File: src/rtl/io_bus_pkg.sv
// io_bus_pkg
// Shared definitions for the dma_io bus initiator:
//   - FSM state encoding of the initiator
//   - requester-id constants (CPU = 0, DBG = 1)
//   - IO word addresses ([15:2]) of the system slaves, for benches and firmware headers
package io_bus_pkg;

    typedef enum logic [1:0] {
        ST_IDLE  = 2'd0,
        ST_ISSUE = 2'd1,
        ST_CAPT  = 2'd2,
        ST_RESP  = 2'd3
    } state_t;

    // Requester ids; also used as bit positions in the grant vector.
    localparam logic CPU = 1'b0;
    localparam logic DBG = 1'b1;

    // IO word addresses.
    localparam logic [13:0] SYS_FRC_VALLO = 14'h3E00;
    localparam logic [13:0] SYS_FRC_VALHI = 14'h3E01;
    localparam logic [13:0] SYS_FRC_CMPLO = 14'h3E02;
    localparam logic [13:0] SYS_FRC_CMPHI = 14'h3E03;
    localparam logic [13:0] SYS_FRC_CNTRL = 14'h3E04;
    localparam logic [13:0] SYS_INT_CLEAR = 14'h3E80;

endpackage

File: src/rtl/io_rr_arb2.sv
// io_rr_arb2
// Two-way arbiter between the CPU and debug requesters.
// With rr_en = 1 a tie goes to the requester that was not granted last;
// with rr_en = 0 the CPU always wins a tie. A lone valid requester always wins.
// Ports:
//   clk, rst_n      clock, asynchronous active-low reset
//   valid_cpu/dbg   request valids
//   rr_en           1 = round-robin, 0 = fixed CPU priority
//   update_en       a grant was consumed this cycle; remember who got it
//   grant[1:0]      one-hot grant, bit CPU / bit DBG (combinational)
module io_rr_arb2
    import io_bus_pkg::*;
(
    input  logic       clk,
    input  logic       rst_n,
    input  logic       valid_cpu,
    input  logic       valid_dbg,
    input  logic       rr_en,
    input  logic       update_en,
    output logic [1:0] grant
);

    logic last_grant;

    always_comb begin
        grant = 2'b00;
        if (valid_cpu && valid_dbg) begin
            if (rr_en && (last_grant == CPU))
                grant[DBG] = 1'b1;
            else
                grant[CPU] = 1'b1;
        end else if (valid_cpu) begin
            grant[CPU] = 1'b1;
        end else if (valid_dbg) begin
            grant[DBG] = 1'b1;
        end
    end

    // Reset to DBG so that the CPU wins the first tie.
    always_ff @(posedge clk or negedge rst_n) begin
        if (!rst_n)
            last_grant <= DBG;
        else if (update_en)
            last_grant <= grant[DBG] ? DBG : CPU;
    end

endmodule

File: src/rtl/io_bus_initiator.sv
// io_bus_initiator
// Master end of the dma_io peripheral bus. Takes single-word load/store
// requests from the CPU and debug requesters, arbitrates between them, drives
// one registered write or read strobe, captures the read data one cycle after
// the read strobe and returns a one-cycle response to the owning requester.
// One transaction in flight at a time.
// Ports:
//   clk, rst_n                     clock, asynchronous active-low reset
//   cpu_req_* / dbg_req_*          request channel (valid/ready, we, adr, wdata)
//   cpu_rsp_* / dbg_rsp_*          response pulse and read data (0 for writes)
//   dma_io_we/wadr/wdata           write strobe, word address, data
//   dma_io_radr_en/radr            read strobe, word address
//   dma_io_rdata                   read data, valid one cycle after dma_io_radr_en
// Parameters:
//   RR_EN      1 = round-robin, 0 = CPU always wins a tie
//   IDLE_ZERO  1 = bus address/data are 0 outside their own strobe cycle
module io_bus_initiator
    import io_bus_pkg::*;
#(
    parameter bit RR_EN     = 1'b1,
    parameter bit IDLE_ZERO = 1'b1
) (
    input  logic        clk,
    input  logic        rst_n,

    input  logic        cpu_req_valid,
    output logic        cpu_req_ready,
    input  logic        cpu_req_we,
    input  logic [13:0] cpu_req_adr,
    input  logic [31:0] cpu_req_wdata,
    output logic        cpu_rsp_valid,
    output logic [31:0] cpu_rsp_rdata,

    input  logic        dbg_req_valid,
    output logic        dbg_req_ready,
    input  logic        dbg_req_we,
    input  logic [13:0] dbg_req_adr,
    input  logic [31:0] dbg_req_wdata,
    output logic        dbg_rsp_valid,
    output logic [31:0] dbg_rsp_rdata,

    output logic        dma_io_we,
    output logic [13:0] dma_io_wadr,
    output logic [31:0] dma_io_wdata,
    output logic [13:0] dma_io_radr,
    output logic        dma_io_radr_en,
    input  logic [31:0] dma_io_rdata
);

    state_t           state;
    logic             we_q;
    logic             id_q;
    logic [1:0]       rsp_valid_q;
    logic [1:0][31:0] rsp_rdata_q;

    logic [1:0]  grant;
    logic        idle;
    logic        cpu_hs;
    logic        dbg_hs;
    logic        hs;
    logic        req_we;
    logic [13:0] req_adr;
    logic [31:0] req_wdata;

    io_rr_arb2 u_arb (
        .clk       (clk),
        .rst_n     (rst_n),
        .valid_cpu (cpu_req_valid),
        .valid_dbg (dbg_req_valid),
        .rr_en     (RR_EN),
        .update_en (hs),
        .grant     (grant)
    );

    assign idle = (state == ST_IDLE);

    // A requester is held off only while the other one holds the grant, so the
    // arbitration loser sees ready = 0 and both see ready = 1 in an idle,
    // uncontested cycle.
    assign cpu_req_ready = idle & ~grant[DBG];
    assign dbg_req_ready = idle & ~grant[CPU];

    assign cpu_hs = cpu_req_valid & cpu_req_ready;
    assign dbg_hs = dbg_req_valid & dbg_req_ready;
    assign hs     = cpu_hs | dbg_hs;

    assign req_we    = dbg_hs ? dbg_req_we    : cpu_req_we;
    assign req_adr   = dbg_hs ? dbg_req_adr   : cpu_req_adr;
    assign req_wdata = dbg_hs ? dbg_req_wdata : cpu_req_wdata;

    assign cpu_rsp_valid = rsp_valid_q[CPU];
    assign dbg_rsp_valid = rsp_valid_q[DBG];
    assign cpu_rsp_rdata = rsp_rdata_q[CPU];
    assign dbg_rsp_rdata = rsp_rdata_q[DBG];

    // The bus strobes are loaded on the handshake edge so they appear, from
    // registers, in the cycle after the handshake (ISSUE). The response is
    // loaded on the edge leaving ISSUE (write) or CAPT (read) so it is visible
    // during RESP.
    always_ff @(posedge clk or negedge rst_n) begin
        if (!rst_n) begin
            state          <= ST_IDLE;
            we_q           <= 1'b0;
            id_q           <= CPU;
            dma_io_we      <= 1'b0;
            dma_io_wadr    <= '0;
            dma_io_wdata   <= '0;
            dma_io_radr    <= '0;
            dma_io_radr_en <= 1'b0;
            rsp_valid_q    <= '0;
            rsp_rdata_q    <= '0;
        end else begin
            dma_io_we      <= 1'b0;
            dma_io_radr_en <= 1'b0;
            rsp_valid_q    <= '0;
            if (IDLE_ZERO) begin
                dma_io_wadr  <= '0;
                dma_io_wdata <= '0;
                dma_io_radr  <= '0;
            end

            case (state)
                ST_IDLE: begin
                    if (hs) begin
                        we_q  <= req_we;
                        id_q  <= dbg_hs ? DBG : CPU;
                        state <= ST_ISSUE;
                        if (req_we) begin
                            dma_io_we    <= 1'b1;
                            dma_io_wadr  <= req_adr;
                            dma_io_wdata <= req_wdata;
                        end else begin
                            dma_io_radr_en <= 1'b1;
                            dma_io_radr    <= req_adr;
                        end
                    end
                end
                ST_ISSUE: begin
                    if (we_q) begin
                        rsp_valid_q[id_q] <= 1'b1;
                        rsp_rdata_q[id_q] <= '0;
                        state             <= ST_RESP;
                    end else begin
                        state <= ST_CAPT;
                    end
                end
                ST_CAPT: begin
                    rsp_valid_q[id_q] <= 1'b1;
                    rsp_rdata_q[id_q] <= dma_io_rdata;
                    state             <= ST_RESP;
                end
                ST_RESP: begin
                    state <= ST_IDLE;
                end
                default: begin
                    state <= ST_IDLE;
                end
            endcase
        end
    end

endmodule

File: config.mk
export PLATFORM = sky130hd
export DESIGN_NAME = io_bus_initiator
export DESIGN_NICKNAME = d
export VERILOG_FILES = /design/src/rtl/io_bus_pkg.sv /design/src/rtl/io_rr_arb2.sv /design/src/rtl/io_bus_initiator.sv
export SDC_FILE = /design/constraint.sdc
export NUM_CORES = 1
export LEC_CHECK = 0
export CAP_MARGIN = 20
export CORE_UTILIZATION = 40
export CTS_BUF_LIST = sky130_fd_sc_hd__clkbuf_2 sky130_fd_sc_hd__clkbuf_4 sky130_fd_sc_hd__clkbuf_8
export CTS_CLUSTER_DIAMETER = 60
export DETAILED_ROUTE_END_ITERATION = 10
export GPL_TIMING_DRIVEN = 0
export PLACE_DENSITY_LB_ADDON = 0.1
export SLEW_MARGIN = 20
export SYNTH_ARGS = -nofsm -noshare
export SYNTH_HDL_FRONTEND = slang
export SYNTH_SLANG_ARGS = --single-unit
export TNS_END_PERCENT = 5
File: constraint.sdc
create_clock -name clk -period 5.1 [get_ports clk]
set_input_delay 1.02 -clock clk [delete_from_list [all_inputs] [get_ports clk]]
set_output_delay 1.02 -clock clk [all_outputs]
set_load 0.03 [all_outputs]
# Word-level counts from Yosys, hierarchy flattened
# Cells that the tools add are included.
# word_totals
register_bits	133
# op_classes
magnitude_cmp	2
n_eq_ne	5
n_mux	38
bitwise_logic	9
n_reduce_logical	6
# ops
op	count
32-bit 2-to-1 mux	5
64-bit case mux with 2 select lines	1
14-bit 2-to-1 mux	7
64-bit bitwise AND	1
64-bit bitwise mux	1
64-bit 2-to-1 mux	1
64-bit NOT	1
32-bit demux with 1-bit select	1
1-bit 2-to-1 mux	16
2-bit case mux with 4 select lines	1
2-bit 2-to-1 mux	3
1-bit bitwise AND	4
2-bit == test, second input constant	2
2-bit case mux with 2 select lines	1
2-bit AND reduction	2
2-bit by 1-bit == test with 1-bit output, second input constant	1
1-bit logical AND	2
2-bit zero test	1
1-bit by 2-bit < comparator with 1-bit output, second input constant	1
2-bit by 1-bit != test with 1-bit output, second input constant	1
2-bit != test, second input constant	1
1-bit NOT	2
2-bit nonzero test	1
1-bit demux with 1-bit select	1
other kinds (2)	2

# Longest topological paths before layout
# logic_depth
ltp_word	10
depth_mapped	7

# Cells and area by module
# From an unflattened synthesis, not the netlist that was laid out.
# hier_totals
hier_cells	366
area_unflattened_um2	5122.4
# modules_own_cells
module	instances	cells_each	area_each_um2
io_bus_initiator	1	359	5049.8
io_rr_arb2	1	7	72.6

# Least setup slack after synthesis
# Ideal clock, no wire load.
# synth_path
path_kind	input -> output
from	input dbg_req_valid
to	output cpu_req_ready
t_arrival_ns	1.885
required_time_ns	4.080
slack_ns	2.195
cell_stages	4
path_buffers	2
path_cell_list	a21boi_2 > buf_6 > buf_2 > nor2_1
# synth_between
elab_chain_cells	5
elab_cells_between_ends	6
# synth_lines
element	line	source
start: declaration	io_bus_initiator.sv:34	input logic dbg_req_valid,
1-bit 2-to-1 mux	io_rr_arb2.sv:34	end else if (valid_dbg) begin
1-bit 2-to-1 mux	io_rr_arb2.sv:32	end else if (valid_cpu) begin
2-bit 2-to-1 mux *	io_rr_arb2.sv:27	if (valid_cpu && valid_dbg) begin
1-bit NOT *	io_bus_initiator.sv:80	assign cpu_req_ready = idle & ~grant[DBG];
1-bit bitwise AND *	io_bus_initiator.sv:80	
end: declaration	io_bus_initiator.sv:27	output logic cpu_req_ready,
# Every way passes the cells marked *; elsewhere a longest branch is shown, timed or not.

# Worst setup path after layout
# layout_path
from	input cpu_req_valid
to	output cpu_req_ready
# layout_between
elab_chain_cells	4
elab_cells_between_ends	5
# layout_lines
element	line	source
start: declaration	io_bus_initiator.sv:26	input logic cpu_req_valid,
1-bit 2-to-1 mux / 1-bit logical AND (equally long branches)	io_rr_arb2.sv:32, io_rr_arb2.sv:27	
2-bit 2-to-1 mux *	io_rr_arb2.sv:27	
1-bit NOT *	io_bus_initiator.sv:80	
1-bit bitwise AND *	io_bus_initiator.sv:80	
# Marked as above.

==> impl_metrics.ini <==
[cells_and_area]
areaGrowthSynthToFinish_pct = 55.08
multi_input_comb_area_um2 = 2281
area.sequential_um2 = 3329
design.final.nets = 872
final_layout_size_suffix_gt1_share_pct = 17.60
n_fill_cell = 1091
number_of_inserted_diodes = 0
postLayoutCoreUtil_pct = 64.78

[critical_path]
crit_path_start = cpu_req_valid
reg2reg_slack_ns = 3.10
cp_data_required_time_ns = 4.08
critPathLaunchType = input port
worst_r2r_path_depth = 7
timing_worst_setup_path_type = input port to output port
worst_reg2reg_startpoint = state[0]
timing.critical_path.slowest_cell_delay_ns = 0.64
crit_fanout = 10
worstSetupEndpoint = cpu_req_ready
cp_slowest_cell = sky130_fd_sc_hd__clkdlybuf4s50_1
crit_path_end_kind = output port
critical_path_depth = 6
endpoint_arrival_time_on_the_critical_path_ns = 3.01
critical-path-top-delay-family = buffers and inverters
cpMostUsedCell = sky130_fd_sc_hd__clkdlybuf4s50_1
cp_num_buf_inv = 4
rr_endpoint = dma_io_wadr[10]
worstPathCellList = clkdlybuf4s50_1 > a21boi_2 > buf_6 > buf_2 > nor2_1 > clkdlybuf4s50_1

[sta]
timing.final.crit_period_ns = 4.033
final_hold_viol_count = 0
grt_setup_unrepaired = false
finalClockSkew_ns = 0.01458
postLayoutSetupSlackWorst_ns = 1.067
timing_worst_slew_pin_value_ns = 0.5293
finalCritPeriodShare_pct = 79.08
max_slew_violation_total_from_the_final_report = 0
slew_headroom_pct = 64.71
max_freq_mhz = 248.0
finalSetupViolCount = 0

[clock_network]
h-tree-depth = 4
holdBufCountCts = 0
clk_latency_ns = 0.45
numCtsBuffers = 17
cts_tree = built
ctsRootBufferMaster = sky130_fd_sc_hd__clkbuf_8
cts_setup_buffers = 0
clk_pin_slew_worst_paths_ns = 0.06
cts_sinks = 133
ctsLongestPathBuffers = 2
post_cts.resized_instances = 0

[yosys]
synth_top_cells_by_count = 132 x sky130_fd_sc_hd__dfrtp_1, 46 x sky130_fd_sc_hd__nand3_1, 38 x sky130_fd_sc_hd__o21ai_1
syn_inst = 460
synth.ff_latch_count = 133
synthDistinctLibCells = 32
syn_avg_cell_area_um2 = 12.80
synthMostInstantiatedCell = sky130_fd_sc_hd__dfrtp_1
proportion_of_synthesized_chip_area_in_sequential_cells_pct = 56.54
postSynthNetCount = 593
synthTopCellsByArea = sky130_fd_sc_hd__dfrtp_1 56%, sky130_fd_sc_hd__mux2_4 7.6%, sky130_fd_sc_hd__mux2_1 6.5%
netlist.area_leader.share_pct = 56.10
ys_warn_count = 0
synthFlopType = sky130_fd_sc_hd__dfrtp_1
synthArstFlopShare_pct = 100.0
synth-edff-count = 0
netlist_area_um2 = 5888
dominant_cell_type_by_area_after_synthesis = sky130_fd_sc_hd__dfrtp_1

[drt]
first_iter_violations = 202
route.detailed.vias_per_inst = 5.117
wl_mm = 17.08
detail_route.drc_violations = 0
wire_per_inst_um = 18.36
total_vias_in_the_final_route = 4759
drt.antenna.violating_nets = 0
drtPass1Iterations = 4

[pwr]
power.share.clock_pct = 17.9
net-switching-power_w = 0.001937
p_leak_nw = 3.960
ir_worst_vdd_v = 0.0002691
p_sw_share_pct = 39.98
power.density_cell_area_nw_per_um2 = 530.5
seq_power_share_pct = 30.6
combinational_power_share_pct = 51.5
p_int_w = 0.002908

[grt]
antenna_violations_before_repair = 0
via_count_of_the_first_global_routing_pass = 4897
maximum_number_of_pins_on_one_net_before_global_route_repair = 77
grt_remaining_overflow = 0
grt_pass1_wl_mm = 25.56
global_route.usage.total_pct = 22.90

[floorplan]
die-area_um2 = 15210
initial_core_util_pct = 41.77
num_rows = 43
die_x_um = 123.3
coreArea_um2 = 14100
die_height_um = 123.3
io_pins = 260

[place]
place_worst_setup_slack_ns = 1.060
io_buffers = 259
finalWeightedCongestion = 0.8185
detailed_place_hpwl_mm = 12.59

[job]
drv_cap = 0

[status]
status = complete, no violations

[worst_hold_path]
timing.hold.worst.class = register to register
logic make-up after synthesis:
group | share of synthesized area, %
and+or+nand+nor | 8.585
AOI/OAI and AO/OA | 14.83
muxes | 14.68
DFF | 56.54
adders and majority gates | 0.6376
buffers and inverters | 4.717
routing by layer:
metal  vias to the layer above  share of wire (%)  track usage, %
met5                         -                  0               0
met4                         0                1.5           7.831
met3                        18                 10           10.33
met2                       194                 49           38.06
met1                      2339                 39           26.02
li1                       2208                  -               -
cell type report:
type                       instances  area share [%]
clock inverter                     3          0.4385
multi-input combinational        280           24.98
timing repair buffer             260           28.75
clock buffer                      27           3.864
inverter                           5          0.2055
sequential                       133           36.46
tap                              180           2.466
buffer                            42           2.836
power by group through the flow:
stage	registers, W	logic [W]	clock network (W)
floorplan	0.00199	0.00105	0
global placement	0.00148	0.00247	0
CTS	0.00148	0.00252	0.000888
finish	0.00148	0.00249	0.000869
detailed placement	0.00150	0.00251	0
global route	0.00151	0.00265	0.000933
worst min path at each step:
| stage | start | endpoint | slack (ns) | cells after the start |
|---|---|---|---|---|
| 2_1_floorplan | u_arb.last_grant | u_arb.last_grant | 0.46 | 2 |
| 3_3_place_gp | cpu_rsp_rdata[5] | cpu_rsp_rdata[5] | 0.47 | 1 |
| 3_5_place_dp | cpu_rsp_rdata[24] | cpu_rsp_rdata[24] | 0.47 | 1 |
| 4_1_cts | rst_n | dbg_rsp_rdata[12] | 0.48 | 1 |
| 5_1_grt | rst_n | dbg_rsp_rdata[12] | 0.50 | 1 |
| 6_report | cpu_rsp_rdata[24] | cpu_rsp_rdata[24] | 0.48 | 1 |
sequential cells by signal, summed over array words and instances (netlist names):
name              cells
cpu_rsp_rdata        32
dbg_rsp_rdata        32
dma_io_radr          14
dma_io_radr_en        1
dma_io_wadr          14
dma_io_wdata         32
dma_io_we             1
id_q                  1
rsp_valid_q           2
state                 2
u_arb.last_grant      1
we_q                  1
per-stage QoR:
| step | TNS (ns) | instances | hold slack (ns) | power (W) | cell area [um2] |
|---|---|---|---|---|---|
| global route | 0 | 930 | 0.4973 | 0.005100 | 9131 |
| finish | 0 | 930 | 0.4848 | 0.004844 | 9131 |
| detailed placement | 0 | 900 | 0.4741 | 0.004009 | 8738 |
| floorplan | 0 | 460 | 0.4643 | 0.003042 | 5888 |
| global placement | -297.36 | 899 | 0.4670 | 0.003952 | 8706 |
| CTS | 0 | 930 | 0.4833 | 0.004893 | 9131 |
cell usage in the layout, fill, tap and decap left out, types with 2 or more instances in the layout:
cell / n
sky130_fd_sc_hd__clkbuf_1: 8
sky130_fd_sc_hd__buf_6: 5
sky130_fd_sc_hd__o21ai_1: 38
sky130_fd_sc_hd__a21oi_1: 15
sky130_fd_sc_hd__a211oi_2: 29
sky130_fd_sc_hd__nor2_1: 6
sky130_fd_sc_hd__clkinv_2: 2
sky130_fd_sc_hd__dfrtp_1: 132
sky130_fd_sc_hd__inv_1: 3
sky130_fd_sc_hd__nand3_1: 46
sky130_fd_sc_hd__mux2i_1: 2
sky130_fd_sc_hd__a211oi_1: 17
sky130_fd_sc_hd__mux2_4: 30
sky130_fd_sc_hd__nor2b_1: 2
sky130_fd_sc_hd__buf_2: 17
sky130_fd_sc_hd__mux2_1: 34
sky130_fd_sc_hd__buf_4: 11
sky130_fd_sc_hd__ha_1: 3
sky130_fd_sc_hd__clkdlybuf4s50_1: 258
sky130_fd_sc_hd__clkbuf_8: 24
sky130_fd_sc_hd__clkbuf_4: 3
sky130_fd_sc_hd__inv_2: 2
sky130_fd_sc_hd__and2_1: 33
sky130_fd_sc_hd__nand2b_1: 2
sky130_fd_sc_hd__o21ai_0: 11
sky130_fd_sc_hd__nand2_1: 4
No activity file was read; power rests on OpenSTA's default activity.
